## src/rtl/axi_lite_master.sv

```systemverilog
`timescale 1ns/1ps
`default_nettype none
// ============================================================================
// Module      : axi_lite_master
// Description : Single-outstanding AXI4-Lite manager. Turns a valid/ready
//               command into one AXI4-Lite write or read. Returns read data,
//               response code and a saturating latency count on a
//               valid/ready response port.
// Revision    : 1.0 - initial release
// ----------------------------------------------------------------------------
// Ports
//   clk, rst_n           : clock, asynchronous active-low reset
//   cmd_*                : command port (valid/ready, write flag, addr,
//                          wdata, wstrb)
//   rsp_*                : response port (valid/ready, rdata, resp, write
//                          echo, latency cycles)
//   aw*/w*/b*/ar*/r*     : AXI4-Lite manager channels
// ============================================================================
module axi_lite_master #(
    parameter int ADDR_W = 32,
    parameter int DATA_W = 32,
    parameter int LAT_W  = 16
) (
    input  logic                clk,
    input  logic                rst_n,
    // command port
    input  logic                cmd_valid,
    output logic                cmd_ready,
    input  logic                cmd_write,
    input  logic [ADDR_W-1:0]   cmd_addr,
    input  logic [DATA_W-1:0]   cmd_wdata,
    input  logic [DATA_W/8-1:0] cmd_wstrb,
    // response port
    output logic                rsp_valid,
    input  logic                rsp_ready,
    output logic [DATA_W-1:0]   rsp_rdata,
    output logic [1:0]          rsp_resp,
    output logic                rsp_write,
    output logic [LAT_W-1:0]    rsp_cycles,
    // write address channel
    output logic [ADDR_W-1:0]   awaddr,
    output logic                awvalid,
    input  logic                awready,
    // write data channel
    output logic [DATA_W-1:0]   wdata,
    output logic [DATA_W/8-1:0] wstrb,
    output logic                wvalid,
    input  logic                wready,
    // write response channel
    input  logic [1:0]          bresp,
    input  logic                bvalid,
    output logic                bready,
    // read address channel
    output logic [ADDR_W-1:0]   araddr,
    output logic                arvalid,
    input  logic                arready,
    // read data channel
    input  logic [DATA_W-1:0]   rdata,
    input  logic [1:0]          rresp,
    input  logic                rvalid,
    output logic                rready
);

    typedef enum logic [2:0] {
        IDLE       = 3'd0,
        WADDR_DATA = 3'd1,
        WRESP      = 3'd2,
        RADDR      = 3'd3,
        RDATA      = 3'd4,
        RESP       = 3'd5
    } state_t;

    state_t              state_q,      state_d;
    logic                cmd_ready_q,  cmd_ready_d;
    logic [ADDR_W-1:0]   addr_q,       addr_d;
    logic [DATA_W-1:0]   wdata_q,      wdata_d;
    logic [DATA_W/8-1:0] wstrb_q,      wstrb_d;
    logic                awvalid_q,    awvalid_d;
    logic                wvalid_q,     wvalid_d;
    logic                arvalid_q,    arvalid_d;
    logic                bready_q,     bready_d;
    logic                rready_q,     rready_d;
    logic                rsp_valid_q,  rsp_valid_d;
    logic [DATA_W-1:0]   rsp_rdata_q,  rsp_rdata_d;
    logic [1:0]          rsp_resp_q,   rsp_resp_d;
    logic                rsp_write_q,  rsp_write_d;
    logic [LAT_W-1:0]    rsp_cycles_q, rsp_cycles_d;
    logic [LAT_W-1:0]    lat_q,        lat_d;

    // Latency including the current cycle, clamped at all-ones.
    logic [LAT_W-1:0]    lat_inc;
    // A channel counts as done once its handshake has happened, either in an
    // earlier cycle (valid already dropped) or in this one.
    logic                aw_done;
    logic                w_done;

    always_comb begin
        state_d      = state_q;
        cmd_ready_d  = cmd_ready_q;
        addr_d       = addr_q;
        wdata_d      = wdata_q;
        wstrb_d      = wstrb_q;
        awvalid_d    = awvalid_q;
        wvalid_d     = wvalid_q;
        arvalid_d    = arvalid_q;
        bready_d     = bready_q;
        rready_d     = rready_q;
        rsp_valid_d  = rsp_valid_q;
        rsp_rdata_d  = rsp_rdata_q;
        rsp_resp_d   = rsp_resp_q;
        rsp_write_d  = rsp_write_q;
        rsp_cycles_d = rsp_cycles_q;
        lat_d        = lat_q;

        lat_inc = (&lat_q) ? lat_q : lat_q + LAT_W'(1);
        aw_done = !awvalid_q || awready;
        w_done  = !wvalid_q  || wready;

        case (state_q)
            IDLE: begin
                if (cmd_valid && cmd_ready_q) begin
                    addr_d      = cmd_addr;
                    wdata_d     = cmd_wdata;
                    wstrb_d     = cmd_wstrb;
                    lat_d       = '0;
                    cmd_ready_d = 1'b0;
                    if (cmd_write) begin
                        awvalid_d = 1'b1;
                        wvalid_d  = 1'b1;
                        state_d   = WADDR_DATA;
                    end else begin
                        arvalid_d = 1'b1;
                        state_d   = RADDR;
                    end
                end
            end

            WADDR_DATA: begin
                lat_d = lat_inc;
                if (awvalid_q && awready) begin
                    awvalid_d = 1'b0;
                end
                if (wvalid_q && wready) begin
                    wvalid_d = 1'b0;
                end
                if (aw_done && w_done) begin
                    bready_d = 1'b1;
                    state_d  = WRESP;
                end
            end

            WRESP: begin
                lat_d = lat_inc;
                if (bvalid && bready_q) begin
                    rsp_resp_d   = bresp;
                    rsp_rdata_d  = '0;
                    rsp_write_d  = 1'b1;
                    rsp_cycles_d = lat_inc;
                    rsp_valid_d  = 1'b1;
                    bready_d     = 1'b0;
                    state_d      = RESP;
                end
            end

            RADDR: begin
                lat_d = lat_inc;
                if (arready) begin
                    arvalid_d = 1'b0;
                    rready_d  = 1'b1;
                    state_d   = RDATA;
                end
            end

            RDATA: begin
                lat_d = lat_inc;
                if (rvalid && rready_q) begin
                    rsp_rdata_d  = rdata;
                    rsp_resp_d   = rresp;
                    rsp_write_d  = 1'b0;
                    rsp_cycles_d = lat_inc;
                    rsp_valid_d  = 1'b1;
                    rready_d     = 1'b0;
                    state_d      = RESP;
                end
            end

            RESP: begin
                if (rsp_ready) begin
                    rsp_valid_d = 1'b0;
                    cmd_ready_d = 1'b1;
                    state_d     = IDLE;
                end
            end

            default: begin
                // Unreachable encodings recover to an idle, quiet interface.
                state_d     = IDLE;
                cmd_ready_d = 1'b1;
                awvalid_d   = 1'b0;
                wvalid_d    = 1'b0;
                arvalid_d   = 1'b0;
                bready_d    = 1'b0;
                rready_d    = 1'b0;
                rsp_valid_d = 1'b0;
            end
        endcase
    end

    always_ff @(posedge clk or negedge rst_n) begin
        if (!rst_n) begin
            state_q      <= IDLE;
            cmd_ready_q  <= 1'b1;
            addr_q       <= '0;
            wdata_q      <= '0;
            wstrb_q      <= '0;
            awvalid_q    <= 1'b0;
            wvalid_q     <= 1'b0;
            arvalid_q    <= 1'b0;
            bready_q     <= 1'b0;
            rready_q     <= 1'b0;
            rsp_valid_q  <= 1'b0;
            rsp_rdata_q  <= '0;
            rsp_resp_q   <= '0;
            rsp_write_q  <= 1'b0;
            rsp_cycles_q <= '0;
            lat_q        <= '0;
        end else begin
            state_q      <= state_d;
            cmd_ready_q  <= cmd_ready_d;
            addr_q       <= addr_d;
            wdata_q      <= wdata_d;
            wstrb_q      <= wstrb_d;
            awvalid_q    <= awvalid_d;
            wvalid_q     <= wvalid_d;
            arvalid_q    <= arvalid_d;
            bready_q     <= bready_d;
            rready_q     <= rready_d;
            rsp_valid_q  <= rsp_valid_d;
            rsp_rdata_q  <= rsp_rdata_d;
            rsp_resp_q   <= rsp_resp_d;
            rsp_write_q  <= rsp_write_d;
            rsp_cycles_q <= rsp_cycles_d;
            lat_q        <= lat_d;
        end
    end

    // Only one transaction is ever in flight, so one address register serves
    // both the write and read address channels.
    assign cmd_ready  = cmd_ready_q;
    assign awaddr     = addr_q;
    assign araddr     = addr_q;
    assign wdata      = wdata_q;
    assign wstrb      = wstrb_q;
    assign awvalid    = awvalid_q;
    assign wvalid     = wvalid_q;
    assign arvalid    = arvalid_q;
    assign bready     = bready_q;
    assign rready     = rready_q;
    assign rsp_valid  = rsp_valid_q;
    assign rsp_rdata  = rsp_rdata_q;
    assign rsp_resp   = rsp_resp_q;
    assign rsp_write  = rsp_write_q;
    assign rsp_cycles = rsp_cycles_q;

endmodule
`default_nettype wire

```

## config.mk

```make
export PLATFORM = sky130hd
export DESIGN_NAME = axi_lite_master
export DESIGN_NICKNAME = d
export VERILOG_FILES = /design/src/rtl/axi_lite_master.sv
export SDC_FILE = /design/constraint.sdc
export NUM_CORES = 1
export LEC_CHECK = 0
export CAP_MARGIN = 20
export CORE_ASPECT_RATIO = 0.8
export CORE_MARGIN = 2
export CORE_UTILIZATION = 43
export CTS_BUF_LIST = sky130_fd_sc_hd__clkbuf_4 sky130_fd_sc_hd__clkbuf_8 sky130_fd_sc_hd__clkbuf_16
export CTS_CLUSTER_SIZE = 25
export DETAILED_ROUTE_END_ITERATION = 16
export PLACE_DENSITY = 0.81
export SLEW_MARGIN = 5
export SYNTH_ARGS = -nofsm -noshare
export SYNTH_HDL_FRONTEND = slang
export SYNTH_SLANG_ARGS = --single-unit
export TNS_END_PERCENT = 10
```

## constraint.sdc

```tcl
create_clock -name clk -period 2.4 [get_ports clk]
set_input_delay 0.48 -clock clk [delete_from_list [all_inputs] [get_ports clk]]
set_output_delay 0.48 -clock clk [all_outputs]
set_load 0.01 [all_outputs]
```

==> results of run 1 <==
==> worst min path at each step <==
stage,to,slack [ns],depth (start not counted)
global placement,rsp_cycles[14],0.41,1
floorplan,araddr[0],0.18,0
CTS,rsp_cycles[9],0.49,2
global route,rsp_cycles[9],0.51,2
finish,rsp_cycles[11],0.48,2
detailed placement,rsp_cycles[14],0.42,1
==> routing by layer <==
metal  GRT usage, %  up-vias
li1               -     2400
met1           27.8     2597
met2           41.7      223
met3           5.33       31
met4           6.87        0
met5              0        -
==> sequential cells by signal, indices dropped and copies added, names as in the netlist, 2 cells and up <==
name and flops:
lat_q 16, araddr 32, wstrb 4, rsp_rdata 32, rsp_resp 2, rsp_cycles 16, wdata 32, state_q 3
==> metrics by stage <==
step | util (%) | hold WS [ns] | cells
4_1_cts | 67.3 | 0.491 | 968
3_5_place_dp | 63.1 | 0.417 | 935
5_1_grt | 67.3 | 0.513 | 968
2_1_floorplan | - | 0.184 | 533
6_report | 67.3 | 0.484 | 968
3_3_place_gp | 63.1 | 0.411 | 935
==> placed cells by master, fill, tap and decap left out, types with 3 or more instances in the layout <==
cell,netlist,final
dfrtp_1,144,144
o22ai_1,3,3
and3_1,4,4
a31oi_1,10,10
clkinvlp_4,0,5
a21oi_1,28,28
nand2_1,36,36
mux2i_1,8,8
clkbuf_16,0,17
buf_12,0,4
nor3_1,7,7
nor2_1,19,18
o211ai_1,8,8
buf_4,34,11
mux2_2,68,68
inv_6,0,4
nand3_1,6,6
nor4_1,3,3
a22o_1,33,33
inv_1,12,12
or4_1,3,3
o31ai_1,9,9
o21ai_0,20,20
a22oi_1,3,3
clkdlybuf4s50_1,0,270
==> power breakdown <==
group          switching (µW)  total [µW]  internal, µW  leakage [µW]
combinational             132         342           210       0.00197
clock                    1080        2650          1570      0.000276
sequential               50.8        2520          2470       0.00198
==> tightest hold or removal path, cell delays in order, from the launching register on <==
cell and delay, ns:
dfrtp_1 0.34, nand2_1 0.05, o21ai_0 0.06
==> final cells by class <==
class	count	area (µm²)
flip-flops and latches	145	3630
inverters	12	45.0
clock inverters	14	155
clock buffers	18	439
well taps	184	230
fillers	1051	4720
multi-input cells	308	2340
repair buffers	287	2890
==> kinds of logic (layout without fill, tap and decap cells) <==
| kind of cell | Yosys count | in the layout | synth area share [%] |
|---|---|---|---|
| flops | 145 | 145 | 56.6 |
| compound gates | 134 | 134 | 14.7 |
| simple gates | 95 | 95 | 7.89 |
| buf+inv | 80 | 331 | 7.09 |
| mux | 76 | 76 | 13.2 |
| xor+xnor | 2 | 2 | 0.273 |
| fa+ha+maj | 1 | 1 | 0.195 |
==> timing repair <==
item / CTS / global route
hold endpoints to repair: 39 / 0
buffers inserted: 0 / 0
hold buffers: 1 / 0
resized for setup: 0 / 0
==> results.py, run 1 <==
metrics = {
    "drt": {
        "routed_wl_um": 18300,
        "wl_met3_um": 1100,
        "top_layer": "met4",
        "met2_length_um": 9770,
        "viasPerCell": 5.42,
        "wl_met1_um": 7140,
        "antenna_left": 0,
        "first_pass_iters": 6,
        "vias": 5251,
        "drc_errors": 0,
        "wire_per_inst_um": 18.9,
        "drt_iter0_drc": 336,
    },
    "critical_path": {
        "worstSetupEndpointType": "register",
        "ff2ff_path_depth": 7,
        "cp_common_cell": "buf_4",
        "critPathMaxStageDelay_ns": 0.48,
        "worstReg2RegEnd": "rsp_cycles[3]",
        "critPathCapture": "rsp_cycles[3]",
        "worstSetupPathDepth": 7,
        "path_class": "register to register",
        "worstPathMaxFanout": 11,
        "critPathRequiredTime_ns": 2.72,
        "start_kind": "register",
        "worstPathCellList": "ha_1, nand3_1, buf_4, nor4_1, buf_4, nor2_1, o31ai_1",
        "arrival_ns": 2.45,
        "reg2reg_slack_ns": 0.27,
        "reg2reg_from": "lat_q[0]",
        "crit_start": "lat_q[0]",
        "cp_top_family": "simple AND/OR/NAND/NOR gates",
        "critPathSlowestCell": "dfrtp_1",
        "critical_path_buf_inv_count": 2,
    },
    "grt": {
        "overflow": 0,
        "grt_pass1_wl_um": 28600,
        "grt_pass1_vias": 5257,
        "track_usage_pct": 23.1,
        "antenna_found_initial": 0,
        "grt_max_degree": 80,
    },
    "layout": {
        "nNetsFinal": 886,
        "syn_to_final_growth_pct": 51.7,
        "drive_gt1_share_pct": 16.7,
        "antenna-diode-count": 0,
        "fin_area_mm2": 0.00972,
    },
    "logic_synthesis": {
        "synth_area_leader_cell": "dfrtp_1",
        "synth_area_per_cell_um2": 12.0,
        "synth-main-ff-cell": "dfrtp_1",
        "syn_inst": 533,
        "ys_warn_count": 0,
        "synthArstFlopShare_pct": 100,
        "syn-num-nets": 648,
        "synthDominantCellAreaShare_pct": 56.2,
        "synthTopCellsByArea": "dfrtp_1 (56%), mux2_2 (12%), a22o_1 (4.5%)",
        "synth_seq_area_share_pct": 56.6,
        "synth_cell_types": 55,
        "yosys_register_bits": 145,
        "synth_edf_count": 0,
        "synth_area_mm2": 0.00641,
        "yosysMostFrequentCell": "dfrtp_1",
        "yosys-top-cells-count": "dfrtp_1 (144), mux2_2 (68), nand2_1 (36)",
    },
    "timing": {
        "fmax_ghz": 0.469,
        "period_minus_slack_ns": 2.13,
        "tightest_slew_ns": 0.663,
        "setup_viol": 0,
        "tns_ns": 0,
        "rsz0062_at_grt": "false",
        "hold_violations": 0,
        "relSlewSlack_pct": 54.7,
        "min_period_over_period_pct": 88.9,
        "finalClockSkew_ns": 0.0110,
        "timing.final.ws_setup_ns": 0.266,
        "slew_viol_final": 0,
    },
    "clock_tree": {
        "clockBufferDepth": 2,
        "cts_tree": "done",
        "cts_made_buffers": 17,
        "clk_latency_ns": 0.42,
        "cts_root_buf": "clkbuf_16",
        "cts.sinks": 145,
        "htree_levels": 4,
        "path_clk_slew_ns": 0.06,
    },
    "floorplanning": {
        "io_pins": 272,
        "die-area_mm2": 0.0159,
        "core_mm2": 0.0144,
        "start_util_pct": 44.4,
        "row_count": 39,
        "fp.dieH_um": 113,
        "die_width_um": 140,
    },
    "placed_design": {
        "gp_congestion": 0.898,
        "place_ws_ns": 0.148,
        "place_area_mm2": 0.00912,
        "dp_hpwl_um": 13500,
        "portBuffers": 271,
    },
    "worst_hold_path": {
        "hp-class": "register to register",
        "worstHoldStart": "rsp_cycles[11]",
    },
    "pwr": {
        "total_power_uw": 5510,
        "p_leak_uw": 0.00423,
        "powerDensity_mw_per_mm2": 567,
        "ir_drop_v": 0.000581,
    },
    "outcome": {
        "status": "complete, no violations",
    },
    "flow_run": {
        "maxCapViolCount": 0,
    },
}
Power figures use the tool's default switching activity.
==> run 2: changes to the inputs <==
--- a/config.mk
+++ b/config.mk
@@ -5,6 +5,7 @@
 export SDC_FILE = /design/constraint.sdc
 export NUM_CORES = 1
 export LEC_CHECK = 0
+export ABC_CLOCK_PERIOD_IN_PS = 2400
 export CAP_MARGIN = 20
 export CORE_ASPECT_RATIO = 0.8
 export CORE_MARGIN = 2
@@ -13,7 +14,7 @@
 export CTS_CLUSTER_SIZE = 25
 export DETAILED_ROUTE_END_ITERATION = 16
 export PLACE_DENSITY = 0.81
-export SLEW_MARGIN = 5
+export SLEW_MARGIN = 30
 export SYNTH_ARGS = -nofsm -noshare
 export SYNTH_HDL_FRONTEND = slang
 export SYNTH_SLANG_ARGS = --single-unit
==> results of run 2 <==
No change in the layout: final DEF, timing and power equal those of run 1.
==> run 3: changes to the inputs <==
--- a/config.mk
+++ b/config.mk
@@ -13,6 +13,7 @@
 export CTS_BUF_LIST = sky130_fd_sc_hd__clkbuf_4 sky130_fd_sc_hd__clkbuf_8 sky130_fd_sc_hd__clkbuf_16
 export CTS_CLUSTER_SIZE = 25
 export DETAILED_ROUTE_END_ITERATION = 16
+export GPL_ROUTABILITY_DRIVEN = 0
 export PLACE_DENSITY = 0.81
 export SLEW_MARGIN = 30
 export SYNTH_ARGS = -nofsm -noshare
==> results of run 3 <==
No change in the layout: final DEF, timing and power equal those of run 1.
